[config.mk]
export PLATFORM = sky130hd
export DESIGN_NAME = uart_tx_fmt
export DESIGN_NICKNAME = d
export VERILOG_FILES = /design/src/rtl/uart_tx_fmt.sv
export SDC_FILE = /design/constraint.sdc
export NUM_CORES = 1
export LEC_CHECK = 0
export BUFFER_PORTS_ARGS = -buffer_cell sky130_fd_sc_hd__buf_4
export CELL_PAD_IN_SITES_DETAIL_PLACEMENT = 0
export CELL_PAD_IN_SITES_GLOBAL_PLACEMENT = 1
export CORE_ASPECT_RATIO = 1.75
export CORE_UTILIZATION = 44
export DETAILED_ROUTE_END_ITERATION = 7
export GPL_TIMING_DRIVEN = 0
export HOLD_SLACK_MARGIN = 0.15
export PLACE_DENSITY = 0.77
export REMOVE_ABC_BUFFERS = 1
export SYNTH_ARGS = -nofsm -noshare
export SYNTH_HDL_FRONTEND = slang
export SYNTH_SLANG_ARGS = --single-unit
[constraint.sdc]
create_clock -name clk -period 3.3 [get_ports clk]
set_clock_uncertainty 0.2 [all_clocks]
set_input_delay 0.165 -clock clk [delete_from_list [all_inputs] [get_ports clk]]
set_output_delay 0.165 -clock clk [all_outputs]
set_load 0.1 [all_outputs]
[src/rtl/uart_tx_fmt.sv]
// uart_tx_fmt: transmit back end of the serial debug unit.
// Accepts a send request (raw byte, 8-digit hex word, hex word + CR LF, or CR LF),
// formats it into ASCII characters and shifts each one out as 8N1 on txd.
// The request is acknowledged only once the final stop bit has left the line.
//
// Ports:
//   clk      system clock, rising edge
//   rst      synchronous active-high reset
//   req_tx   send request, held high by the requester until ack_tx
//   type_tx  0 raw byte dout[7:0], 1 hex word, 2 hex word + CR LF, 3 CR LF
//   dout     payload, captured when the request is accepted
//   ack_tx   one-cycle pulse after the last stop bit
//   txd      registered serial output, idle high
//   busy     high from acceptance through the ack_tx cycle
module uart_tx_fmt #(
  parameter int unsigned BAUD_DIV = 868
) (
  input  logic        clk,
  input  logic        rst,
  input  logic        req_tx,
  input  logic [1:0]  type_tx,
  input  logic [31:0] dout,
  output logic        ack_tx,
  output logic        txd,
  output logic        busy
);

  localparam int unsigned   CntW   = $clog2(BAUD_DIV);
  localparam logic [CntW-1:0] CntMax = CntW'(BAUD_DIV - 1);
  localparam logic [7:0]    ChCr   = 8'h0D;
  localparam logic [7:0]    ChLf   = 8'h0A;

  typedef enum logic [2:0] {StIdle, StLoad, StStart, StData, StStop, StAck} state_e;

  state_e          state_q, state_d;
  logic            armed_q, armed_d;
  logic [CntW-1:0] cnt_q, cnt_d;
  logic [3:0]      idx_q, idx_d;
  logic [2:0]      bit_q, bit_d;
  logic [31:0]     word_q, word_d;
  logic [1:0]      type_q, type_d;
  logic [7:0]      char_q, char_d;
  logic            txd_q, txd_d;
  logic            ack_q, ack_d;

  logic            bit_end;
  logic [3:0]      last_idx;
  logic [2:0]      nib_sel;
  logic [3:0]      nib;
  logic [7:0]      hex_char;
  logic [7:0]      char_sel;

  assign bit_end = (cnt_q == CntMax);

  // Index of the final character for the captured request type.
  always_comb begin
    last_idx = 4'd0;
    case (type_q)
      2'd0:    last_idx = 4'd0;
      2'd1:    last_idx = 4'd7;
      2'd2:    last_idx = 4'd9;
      default: last_idx = 4'd1;
    endcase
  end

  // Hex digits go out most significant nibble first.
  assign nib_sel = 3'd7 - idx_q[2:0];
  assign nib     = word_q[{nib_sel, 2'b00} +: 4];

  always_comb begin
    hex_char = 8'h30 + {4'h0, nib};
    if (nib >= 4'd10) begin
      hex_char = 8'h37 + {4'h0, nib};
    end
  end

  always_comb begin
    char_sel = hex_char;
    case (type_q)
      2'd0:    char_sel = word_q[7:0];
      2'd3:    char_sel = idx_q[0] ? ChLf : ChCr;
      default: begin
        if (idx_q == 4'd8) begin
          char_sel = ChCr;
        end else if (idx_q == 4'd9) begin
          char_sel = ChLf;
        end
      end
    endcase
  end

  always_comb begin
    state_d = state_q;
    armed_d = armed_q;
    cnt_d   = cnt_q;
    idx_d   = idx_q;
    bit_d   = bit_q;
    word_d  = word_q;
    type_d  = type_q;
    char_d  = char_q;

    unique case (state_q)
      StIdle: begin
        if (!req_tx) begin
          armed_d = 1'b1;
        end else if (armed_q) begin
          word_d  = dout;
          type_d  = type_tx;
          idx_d   = 4'd0;
          state_d = StLoad;
        end
      end
      StLoad: begin
        char_d  = char_sel;
        cnt_d   = '0;
        bit_d   = 3'd0;
        state_d = StStart;
      end
      StStart: begin
        cnt_d = bit_end ? '0 : cnt_q + CntW'(1);
        if (bit_end) begin
          state_d = StData;
        end
      end
      StData: begin
        cnt_d = bit_end ? '0 : cnt_q + CntW'(1);
        if (bit_end) begin
          bit_d = bit_q + 3'd1;
          if (bit_q == 3'd7) begin
            state_d = StStop;
          end
        end
      end
      StStop: begin
        cnt_d = bit_end ? '0 : cnt_q + CntW'(1);
        if (bit_end) begin
          if (idx_q == last_idx) begin
            state_d = StAck;
          end else begin
            idx_d   = idx_q + 4'd1;
            state_d = StLoad;
          end
        end
      end
      StAck: begin
        armed_d = 1'b0;
        state_d = StIdle;
      end
      default: state_d = StIdle;
    endcase
  end

  // Line and ack are registered from the current state, so they trail the FSM by one
  // cycle: the start bit shows two edges after acceptance and ack lands right after
  // the last stop bit has finished on the line.
  always_comb begin
    txd_d = 1'b1;
    if (state_q == StStart) begin
      txd_d = 1'b0;
    end else if (state_q == StData) begin
      txd_d = char_q[bit_q];
    end
    ack_d = (state_q == StAck);
  end

  always_ff @(posedge clk) begin
    if (rst) begin
      state_q <= StIdle;
      armed_q <= 1'b1;
      cnt_q   <= '0;
      idx_q   <= 4'd0;
      bit_q   <= 3'd0;
      word_q  <= 32'd0;
      type_q  <= 2'd0;
      char_q  <= 8'd0;
      txd_q   <= 1'b1;
      ack_q   <= 1'b0;
    end else begin
      state_q <= state_d;
      armed_q <= armed_d;
      cnt_q   <= cnt_d;
      idx_q   <= idx_d;
      bit_q   <= bit_d;
      word_q  <= word_d;
      type_q  <= type_d;
      char_q  <= char_d;
      txd_q   <= txd_d;
      ack_q   <= ack_d;
    end
  end

  assign txd    = txd_q;
  assign ack_tx = ack_q;
  // ack_q extends busy over the ack cycle after the FSM has already returned to idle.
  assign busy   = (state_q != StIdle) | ack_q;

endmodule
* Word level (Yosys, flattened, before mapping)
Cells that the tools add are included.
** Word-level totals
- Bits in registers :: 65
- Output and inout bits :: 3
- Logic and storage cells :: 83
** Operators by class
- $add $sub $neg :: 6
- Magnitude comparators :: 2
- Equal/unequal tests :: 21
- Shift operators :: 1
- Multiplexer cells :: 29
- Bitwise operators :: 1
- Reductions and logical operators :: 13
** Operators with widths (number)
- indexed part select 32 x 6 -> 4 bit :: 1
- 2-to-1 mux 3 bit :: 9
- case mux 10 bit (2 select lines) :: 1
- 2-to-1 mux 4 bit :: 4
- 2-to-1 mux 8 bit :: 2
- != test 2 bit (second input constant) :: 8
- case mux 8 bit (2 select lines) :: 1
- case mux 3 bit (5 select lines) :: 1
- adder 6 x 4 -> 7 bit (first input constant) :: 2
- case mux 4 bit (3 select lines) :: 1
- adder 10 x 1 -> 10 bit (second input constant) :: 1
- equality test 10 bit (second input constant) :: 1
- 2-to-1 mux 10 bit :: 1
- equality test 3 bit (second input constant) :: 3
- equality test 4 bit (second input constant) :: 2
- case mux 4 bit (2 select lines) :: 1
- nonzero test 2 bit :: 4
- 2-to-1 mux 7 bit :: 1
- equality test 3 x 2 -> 1 bit (second input constant) :: 2
- case mux 3 bit (2 select lines) :: 1
- AND reduction 6 bit :: 1
- AND reduction 5 bit :: 1
- adder 4 x 1 -> 4 bit (second input constant) :: 1
- equality test 2 bit (second input constant) :: 2
- other kinds (17) :: 21

* Longest topological paths before layout
Gate-level depths: netlist of run 1.
- Depth after elaboration :: 7
- Depth in mapped cells :: 9
- Mapped depth without buffers :: 8

* Worst setup path before layout of run 1
No wires, ideal clock.
- Kind :: reg2reg
- Start :: register idx_q[1]
- End :: register char_q[3]
- Arrival time :: 2122 ps
- Data required time :: 3009 ps
- Slack :: 887 ps
- Cell stages (with the launch flop) :: 10
- Path buffers :: 1
- Clock period less this slack :: 2413 ps
- Cell sequence :: dfxtp_1 -> buf_6 -> mux4_2 -> mux2i_4 -> inv_2 -> ha_1 -> inv_1 -> o2111a_1 -> nand2_1 -> a311oi_1
** Between the ends
- Cells in the longest elaborated chain, start to end :: 7
- Elaborated cells between the ends (all ways) :: 11
** Ends and longest elaborated chain
- from (decl) :: line 38 : logic [3:0] idx_q, idx_d;
- from (signal assigned) :: line 182 : idx_q <= idx_d;
- subtractor 3 bit :: line 67 : assign nib_sel = 3'd7 - idx_q[2:0];
- indexed part select 32 x 6 -> 4 bit :: line 68 : assign nib = word_q[{nib_sel, 2'b00} +: 4];
- adder 6 x 4 -> 7 bit, or another cell as far along :: line 71 : hex_char = 8'h30 + {4'h0, nib};
- 2-to-1 mux 7 bit :: line 72 : if (nib >= 4'd10) begin
- 2-to-1 mux 8 bit :: line 85 : end else if (idx_q == 4'd9) begin
- 2-to-1 mux 8 bit (*) :: line 83 : if (idx_q == 4'd8) begin
- case mux 8 bit (2 select lines) (*) :: line 79 : case (type_q)
- to (signal assigned) :: line 186 : char_q <= char_d;
- to (decl) :: line 42 : logic [7:0] char_q, char_d;
Mark *: on every way between the ends. The rest lies on a longest branch, timed or not.
A chain may end at the register's enable or synchronous reset.

* Final worst setup path of run 1
- Start :: register idx_q[1]
- End :: register char_q[5]
Same word-level chain as after synthesis.

==> summary.md, run 1 <==
| Metric | Value |
|---|---|
| GR Util All Layers | `22.2%` |
| Outcome | `finished, final reports clean` |
| Hold Crit Depth | `2` |
| CTS H-tree lvls | `3` |
| VDD IR max | `between 0.3 and 0.4 mV` |
| Global route overflow | `0` |
| Initial Util | `45.7%` |
| Synth Area per Inst | `between 8 and 9 um2` |
| GRT busiest layer | `met2` |
| Synth cell count leaders | `nand2_1, dfxtp_1, a21oi_1` |
| Root cell of the clock tree | `clkbuf_16` |
| Met3 usage | `about 4.2%` |
| Drt via density | `around 5.4` |
| Final setup viols | `0` |
| Max Freq | `about 350 MHz` |
| Resize count post-CTS | `0` |
| WS Path Type | `reg -> reg` |
| Leakage power | `between 1.5 and 2 nW` |
| DRC errors left | `0` |
| Iter 0 DRT Violations | `92` |
| CP Capture Type | `flop` |
| Tot Pwr | `approximately 2.1 mW` |
| Clk slew on worst S/H paths | `approximately 50 ps` |
| Max Cap Viol | `0` |
| Startpoint types | `flop` |
| Worst Setup EP | `char_q[5]` |
| Die ar. | `roughly 7900 um2` |
| Wirelength per Cell | `14.6 um` |
| Worst Tran Pin Value | `~1200 ps` |
| WP data required | `roughly 3300 ps` |
| Min Tclk post-route | `2890 ps` |
| R2R cell count | `8` |
| CTS tree | `yes` |
| Placeable Area | `between 7000 and 8000 um2` |
| RSZ-0062 raised after global routing | `no` |
| Minimum hold slack | `248 ps` |
| Worst r2r src | `idx_q[1]` |
| Yosys cell types | `55` |
| Clk Latency, worst-skew pair | `about 330 ps` |
| Die Wd | `roughly 68 um` |
| Antenna violations before repair | `0` |
| Yosys top cell by area | `dfxtp_1` |
| Detail Route Antenna Nets | `0` |
| Yosys warns | `0` |
| Top cell type's share of synthesized area | `39.1%` |
| Top-count cell post-synth | `nand2_1` |
| Relative max-transition margin | `between 10% and 20%` |
| Crit-path max FO | `13` |
| Top FF cell, synth | `dfxtp_1` |
| R2R Setup Slk | `410 ps` |
| Cells after synthesis | `between 300 and 400` |
| CTS Hold Bufs | `36` |
| Synth area leaders | `dfxtp_1, nand2_1, a21oi_1` |
| Rows | `a little over 40` |
| Pin count of the biggest net entering global routing | `between 60 and 70` |
| HP Class | `reg -> reg` |
| Crit share post-route | `87.7%` |
| Crit path arrival time | `2930 ps` |
| Power per Cell Area | `approximately 500 nW/um2` |
| Post-synthesis sequential area ratio | `about two fifths` |
| P&R area growth vs syn | `28.8%` |
| Die Span Y | `between 100 and 150 um` |
| Vias in the first global route | `between 2000 and 3000` |
| Port-buffer cells | `39` |
| Synthesized cell area | `around 3300 um2` |
| Synth async-reset ratio | `0%` |
| DRT Wirelength | `approximately 7800 um` |
| FF-to-FF End | `char_q[5]` |
| Via Count | `between 2000 and 3000` |
| Share of cells above drive strength 1 | `between 10% and 20%` |
| Final #Nets | `about 500` |
| CTS sink cnt | `65` |
| CTS max path bufs | `2` |
| Dpl hpwl | `5260 um` |
| Antenna Cells | `0` |
| Met2 Track Usage GR | `a little over two fifths` |
| Global-route wire length before repair | `~13000 um` |
| Crit path from | `idx_q[1]` |
| Placer Congestion | `approximately 0.89` |
| Setup TNS | `0 ps` |
| CTS buffer count | `9` |
| 1st-pass router iterations | `4` |
| Ports | `40` |
| Number of synthesized flops with an enable pin | `0` |
| Post-CTS setup buffer count | `0` |
| GR Util met1 | `roughly 22%` |
| Final Hold Viols | `0` |
| Seq cells post-synth | `65` |
| Final Max Slew Viols | `0` |
## cell families (layout without fill, tap and decap cells)
family / Yosys count / in the layout / share of synthesized area [%]
compound gates: 86 / 86 / 16.0
simple gates: 159 / 159 / 22.7
buf+inv: 30 / 97 / 3.84
flops: 65 / 65 / 39.1
xor+xnor: 13 / 13 / 3.42
fa+ha+maj: 13 / 13 / 4.89
mux: 16 / 16 / 10.0
## flip-flops by register name, summed over array words and instances, names as in the netlist
name and cells:
bit_q 3, state_q 3, ack_tx 1, char_q 8, idx_q 4, word_q 32
cnt_q 10, type_q 2, armed_q 1, txd 1
## placed cells by master (no fill, tap or decap), types with 3 or more instances in the layout
cell type      synthesis  final
nor2_1                21     21
dlygate4sd3_1          0     36
a211oi_1               5      5
nand2_1               84     84
xor2_1                10     10
buf_4                  0     39
clkbuf_16              0      9
nand3_1                3      3
mux4_2                 6      6
xnor2_1                3      3
inv_1                  6      6
ha_1                  13     13
o21ai_0                4      4
and3_1                 8      8
nand3b_1               4      4
o21ai_1                7      7
mux4_1                 4      4
a21oi_1               50     50
dfxtp_1               65     65
nor3_1                 7      7
nor2b_1                4      4
nand4_1               12     12
## stage by stage
stage | worst slack (ps) | utilization, % | area (um2) | instances
finish | 405 | 58.8 | 4280 | 535
detailed placement | 416 | 50.2 | 3660 | 486
global placement | 426 | 49.8 | 3630 | 485
floorplan | 805 | - | 3230 | 360
global route | 211 | 58.8 | 4280 | 535
CTS | 396 | 58.4 | 4260 | 534
## worst max-delay path: stages, from the launching register on
cell	delay (ps)
dfxtp_1	720
mux4_2	620
mux2i_4	260
inv_2	70
ha_1	240
inv_1	110
o2111a_1	260
o21ai_1	70
a211oi_1	250
## worst min-delay path by stage
stage	start	slack [ps]	endpoint
after floorplan	rst	30	bit_q[0]
after global placement	dout[13]	210	word_q[13]
after detailed placement	dout[18]	220	word_q[18]
after CTS	word_q[31]	250	word_q[31]
after global routing	char_q[7]	260	char_q[7]
final	word_q[19]	250	word_q[19]
## where the power goes
part | switching [mW] | internal (mW)
registers | 0.0480 | 0.846
clock network | 0.310 | 0.487
logic | 0.255 | 0.196
## per-layer routing
metal  up-vias  part of all wire, %
met5         -                    0
met4         0                  2.3
met3        16                  2.1
met2        36                   56
met1      1372                   40
li1       1488                    -
## layout make-up
class                      count  area [um2]
timing repair buffer          77         708
clock inverter                 2        10.0
tap                           86         108
inverter                       8        30.0
fill                         695        3000
sequential                    65        1300
multi-input combinational    287        1900
clock buffer                  10         229
Power figures use the tool's default switching activity.
==> inputs of run 2 (changes only) <==
Settings changed: CORE_ASPECT_RATIO 1.75 to unset.
==> summary.md, run 2 (synthesized netlist as in run 1, its figures left out) <==
| Metric | Value |
|---|---|
| Outcome | `finished, final reports clean` |
| Post-route setup slack | `407 ps (+1.97 ps)` |
| Detail Route Antenna Nets | `0 (unchanged)` |
| Global route overflow | `0 (unchanged)` |
| Setup TNS | `0 ps (unchanged)` |
| VDD IR max | `0.240 mV (-32%)` |
| Wirelength per Cell | `13.9 um (-4.4%)` |
| Crit share post-route | `87.7% (about the same)` |
| Critical Path Slowest Stage Cell | `dfxtp_1` |
| Die Span Y | `88.9 um (-24%)` |
| CP Cell Sequence | `mux4_2 -> mux2i_4 -> inv_2 -> ha_1 -> inv_1 -> nand2_1 -> a221oi_2 -> o41ai_2` |
| Power per Cell Area | `443 nW/um2 (-11%)` |
| Final Instance Area | `4340 um2 (+1.3%)` |
| Storage cell area | `1300 um2 (unchanged)` |
| Largest reg by FF count | `word_q` |
| GR Util All Layers | `22.3% (+0.13 points)` |
| Final Max Slew Viols | `0 (unchanged)` |
| Pin count of the biggest net entering global routing | `61 (unchanged)` |
| Root cell of the clock tree | `clkbuf_8` |
| Non-filler cells, final | `564 (+5.4%)` |
| Clk Latency, worst-skew pair | `330 ps (about the same)` |
| Leakage power | `1.72 nW (+2.3%)` |
| Crit-path max FO | `13 (unchanged)` |
| CTS sink cnt | `65 (unchanged)` |
| Crit path arrival time | `2890 ps (-40 ps)` |
| Most common cell after layout, fill and taps aside | `nand2_1` |
| Max reg flops | `32 (unchanged)` |
| Most frequent cells in the layout | `nand2_1, dfxtp_1, dlygate4sd3_1, a21oi_1, buf_4` |
| Max Cap Viol | `0 (unchanged)` |
| Minimum hold slack | `255 ps (+6.74 ps)` |
| Relative max-transition margin | `20.6% (+2.7 points)` |
| Antenna Cells | `0 (unchanged)` |
| Vias in the first global route | `2825 (-1.6%)` |
| Final core utilization | `59.5% (+0.71 points)` |
| Ports | `40 (unchanged)` |
| WS Path Type | `reg -> reg` |
| Clk slew on worst S/H paths | `70 ps (+20 ps)` |
| CTS tree | `yes` |
| Tot Pwr | `1.92 mW (-10%)` |
| CTS H-tree lvls | `3 (unchanged)` |
| Die Wd | `88.9 um (+31%)` |
| CTS buffer count | `9 (unchanged)` |
| Dpl hpwl | `5080 um (-3.6%)` |
| Drt via density | `5.30 (-2.6%)` |
| Final Hold Viols | `0 (unchanged)` |
| CP Capture Type | `flop` |
| Biggest regs | `word_q: 32 flops, cnt_q: 10 flops, char_q: 8 flops` |
| Final #Nets | `513 (+3.0%)` |
| WP data required | `3300 ps (-40 ps)` |
| P&R area growth vs syn | `30.5%` |
| Post-Place Cells | `499 (+2.7%)` |
| Share of cells above drive strength 1 | `15.5% (-0.11 points)` |
| DRT Wirelength | `7860 um (+0.74%)` |
| Antenna violations before repair | `0 (unchanged)` |
| Placeable Area | `7290 um2 (+0.10%)` |
| Dpl ws | `405 ps (-10.6 ps)` |
| Iter 0 DRT Violations | `135 (+47%)` |
| Startpoint types | `flop` |
| CTS max path bufs | `2 (unchanged)` |
| Slowest stage delay, CP | `750 ps (+30 ps)` |
| 1st-pass router iterations | `4 (unchanged)` |
| Final setup viols | `0 (unchanged)` |
| Cell Area, Placed | `3660 um2 (+0.10%)` |
| Min Tclk post-route | `2890 ps (-1.97 ps)` |
| Initial Util | `45.6% (-0.047 points)` |
| DRC errors left | `0 (unchanged)` |
| Critical path buffers and inverters | `2 (unchanged)` |
| Max Freq | `346 MHz (about the same)` |
| Delay-heaviest family, CP | `multiplexers` |
| Worst Tran Pin Value | `1180 ps (-40.0 ps)` |
| Port-buffer cells | `39 (unchanged)` |
| HP Class | `reg -> reg` |
| Die ar. | `7910 um2 (-0.17%)` |
| Global-route wire length before repair | `13300 um (+3.0%)` |
| # fillers | `703 (+1.2%)` |
| Placer Congestion | `0.785 (-12%)` |
| Via Count | `2991 (+2.7%)` |
| Rows | `31 (-24%)` |
| Footprint of the multi-input gates | `1900 um2 (about the same)` |
| RSZ-0062 raised after global routing | `no` |
[run 2: metal layers]
layer	global-route usage (%)	routed length, um	up-vias
met5	0	0	-
met4	8.23	89	0
met2	37.7	3820	59
met3	3.60	309	9
li1	-	-	1521
met1	29.0	3650	1402
[run 2: final timing paths]
path	from	to	slack (ps)	cells past startpoint
worst min register to register	word_q[16]	word_q[16]	250	2
worst min-delay path	word_q[16]	word_q[16]	250	2
worst max-delay path	idx_q[1]	char_q[2]	410	8
worst max register to register	idx_q[1]	char_q[2]	410	8
[run 2: worst register-to-register path, delay by kind of cell, from the launching register on]
family                     cells  cell delay (ps)
AOI/OAI and AO/OA              2              450
adders and majority gates      1              240
buffers and inverters          2              170
DFF                            1              750
muxes                          2              890
and+or+nand+nor                1               70
[run 2: cell type report]
type	count	share of cell area, %
Tap cell	99	2.85
Inverter	8	0.692
Clock buffer	10	3.17
Sequential cell	65	30.0
Clock inverter	3	0.461
Multi-Input combinational cell	287	43.7
Timing Repair Buffer	92	19.1
[run 2: power by group]
group	total [mW]	internal (mW)	switching (mW)
registers	0.891	0.844	0.0468
logic	0.460	0.202	0.258
clock network	0.572	0.279	0.293
total	1.92	1.32	0.597
[run 2: timing repair]
item                                    4_1_cts  5_1_grt
buffers inserted                              0        0
endpoints found under the setup margin        0        0
hold buffers                                 52        0
endpoints found under the hold margin        37        0
resized for setup                             0        0
==> inputs of run 3 (changes only) <==
Settings changed: CELL_PAD_IN_SITES_DETAIL_PLACEMENT 0 to unset, CELL_PAD_IN_SITES_GLOBAL_PLACEMENT 1 to unset, CORE_ASPECT_RATIO set to 0.9, CORE_UTILIZATION 44 to 45, PLACE_DENSITY 0.77 to 0.62, REMOVE_ABC_BUFFERS 1 to unset.
==> summary.md, run 3 (synthesized netlist as in run 1, its figures left out) <==
| Metric | Value |
|---|---|
| Outcome | `finished, final reports clean` |
| VDD IR max | `0.261 mV (+8.8%)` |
| Clk Latency, worst-skew pair | `340 ps (about the same)` |
| Leakage power | `1.67 nW (-3.0%)` |
| DRC errors left | `0 (unchanged)` |
| Critical path buffers and inverters | `3 (+1)` |
| Most frequent cells in the layout | `nand2_1, dfxtp_1, a21oi_1, buf_4, dlygate4sd3_1` |
| 1st-pass router iterations | `4 (unchanged)` |
| Final Max Slew Viols | `0 (unchanged)` |
| Dpl ws | `472 ps (+66.1 ps)` |
| CP Cell Sequence | `clkbuf_1 -> mux4_2 -> mux2i_4 -> inv_2 -> ha_1 -> inv_1 -> o2111a_1 -> nand2_1 -> a311oi_1` |
| Footprint of the multi-input gates | `1900 um2 (about the same)` |
| Global-route wire length before repair | `14200 um (+6.7%)` |
| Biggest regs | `word_q: 32 flops, cnt_q: 10 flops, char_q: 8 flops` |
| Placeable Area | `7110 um2 (-2.5%)` |
| Iter 0 DRT Violations | `160 (+19%)` |
| Critical Path Slowest Stage Cell | `dfxtp_1` |
| CTS max path bufs | `2 (unchanged)` |
| Vias in the first global route | `2920 (+3.4%)` |
| Setup TNS | `0 ps (unchanged)` |
| GR Util All Layers | `23.7% (+1.4 points)` |
| Most common cell after layout, fill and taps aside | `nand2_1` |
| Comb pwr share | `22.9% (-1.0 points)` |
| Final Hold Viols | `0 (unchanged)` |
| Crit share post-route | `88.0% (+0.30 points)` |
| Relative max-transition margin | `53.4% (+33 points)` |
| RSZ-0062 raised after global routing | `no` |
| Largest reg by FF count | `word_q` |
| WP data required | `3350 ps (+50 ps)` |
| Sw Share | `31.7% (+0.60 points)` |
| Via Count | `3062 (+2.4%)` |
| Tot Pwr | `2.02 mW (+5.1%)` |
| WS Path Type | `reg -> reg` |
| Psw | `0.640 mW (+7.2%)` |
| Minimum hold slack | `260 ps (+5.69 ps)` |
| Reg power frac | `43.8% (-2.5 points)` |
| Rows | `29 (-6.5%)` |
| Die Wd | `92.6 um (+4.1%)` |
| CTS buffer count | `9 (unchanged)` |
| HP Class | `reg -> reg` |
| Crit path arrival time | `2950 ps (+60 ps)` |
| Wirelength per Cell | `15.2 um (+8.8%)` |
| Final #Nets | `518 (+0.97%)` |
| Slowest stage delay, CP | `460 ps (-290 ps)` |
| Min Tclk post-route | `2900 ps (+9.86 ps)` |
| Final setup viols | `0 (unchanged)` |
| Storage cell area | `1300 um2 (unchanged)` |
| Pin count of the biggest net entering global routing | `13 (-79%)` |
| CP Capture Type | `flop` |
| Max Freq | `344 MHz (-0.34%)` |
| Die ar. | `7740 um2 (-2.2%)` |
| CTS H-tree lvls | `3 (unchanged)` |
| Antenna Cells | `0 (unchanged)` |
| Detail Route Antenna Nets | `0 (unchanged)` |
| Power per Cell Area | `471 nW/um2 (+6.3%)` |
| Max Cap Viol | `0 (unchanged)` |
| # fillers | `678 (-3.6%)` |
| Clock power frac | `33.3% (+3.6 points)` |
| Worst r2r src | `idx_q[2]` |
| DRT Wirelength | `8580 um (+9.2%)` |
| Initial Util | `46.8% (+1.2 points)` |
| Crit path from | `idx_q[2]` |
| Die Span Y | `83.6 um (-6.1%)` |
| Ports | `40 (unchanged)` |
| Antenna violations before repair | `0 (unchanged)` |
| Syn_nets | `about 430` |
| Max reg flops | `32 (unchanged)` |
| Placer Congestion | `0.873 (+11%)` |
| Clk slew on worst S/H paths | `80 ps (about the same)` |
| Share of cells above drive strength 1 | `15.6% (+0.16 points)` |
| Crit-path max FO | `10 (-3)` |
| Post-route setup slack | `397 ps (-9.86 ps)` |
| Startpoint types | `flop` |
| Delay-heaviest family, CP | `multiplexers` |
| P&R area growth vs syn | `29.0%` |
| Drt via density | `5.41 (+2.0%)` |
| Dpl hpwl | `6110 um (+20%)` |
| CTS sink cnt | `65 (unchanged)` |
| CTS tree | `yes` |
| Global route overflow | `0 (unchanged)` |
| Root cell of the clock tree | `clkbuf_8` |
| Launch point of the worst hold path | `word_q[26]` |
| Post-CTS setup buffer count | `0 (unchanged)` |
| Port-buffer cells | `39 (unchanged)` |
| P_int | `1.38 mW (+4.2%)` |
| Worst Tran Pin Value | `696 ps (-486 ps)` |
| Final core utilization | `60.3% (+0.84 points)` |
-- run 3: what timing repair did --
| item | in CTS | in global routing |
|---|---|---|
| hold buffers | 36 | 0 |
| endpoints found under the hold margin | 47 | 0 |
| setup endpoints to repair | 0 | 0 |
| gates resized for setup | 0 | 0 |
-- run 3: area by class of cell --
cell class / count / share of cell area [%]
buffer: 22 / 2.27
inverter: 8 / 0.700
multi-input combinational: 287 / 44.2
clock inverter: 6 / 1.60
tap: 93 / 2.71
timing repair buffer: 75 / 15.2
sequential: 65 / 30.3
clock buffer: 10 / 2.97
-- run 3: path summary, 6_finish.rpt --
check                to  slack, ps  cells past startpoint
max           char_q[3]        400                      9
min          word_q[26]        260                      2
max reg2reg   char_q[3]        400                      9
min reg2reg  word_q[26]        260                      2
-- run 3: metrics by stage --
stage	cells	cell area [um2]
6_report	566	4290
5_1_grt	566	4290
4_1_cts	566	4290
3_5_place_dp	514	3730
3_3_place_gp	514	3730
2_1_floorplan	382	3330
-- run 3: power by group through the flow --
stage                     combinational, mW  sequential [mW]  clock (mW)
final                                 0.462            0.886       0.673
after global routing                  0.514            0.891       0.726
after CTS                             0.459            0.886       0.691
after detailed placement              0.424            0.904           0
after global placement                0.421            0.902           0
after floorplan                       0.300            0.894           0
-- run 3: tightest hold or removal path: stages (launching register included) --
cell	delay [ps]
dfxtp_1	310
nand2_1	50
a21oi_1	50
-- run 3: per-layer routing --
metal / global-route usage (%) / routed length [um] / vias to the layer above
li1: - / - / 1536
met1: 32.9 / 4140 / 1452
met2: 37.5 / 4010 / 66
met3: 4.55 / 339 / 8
met4: 6.85 / 82 / 0
met5: 0 / 0 / -
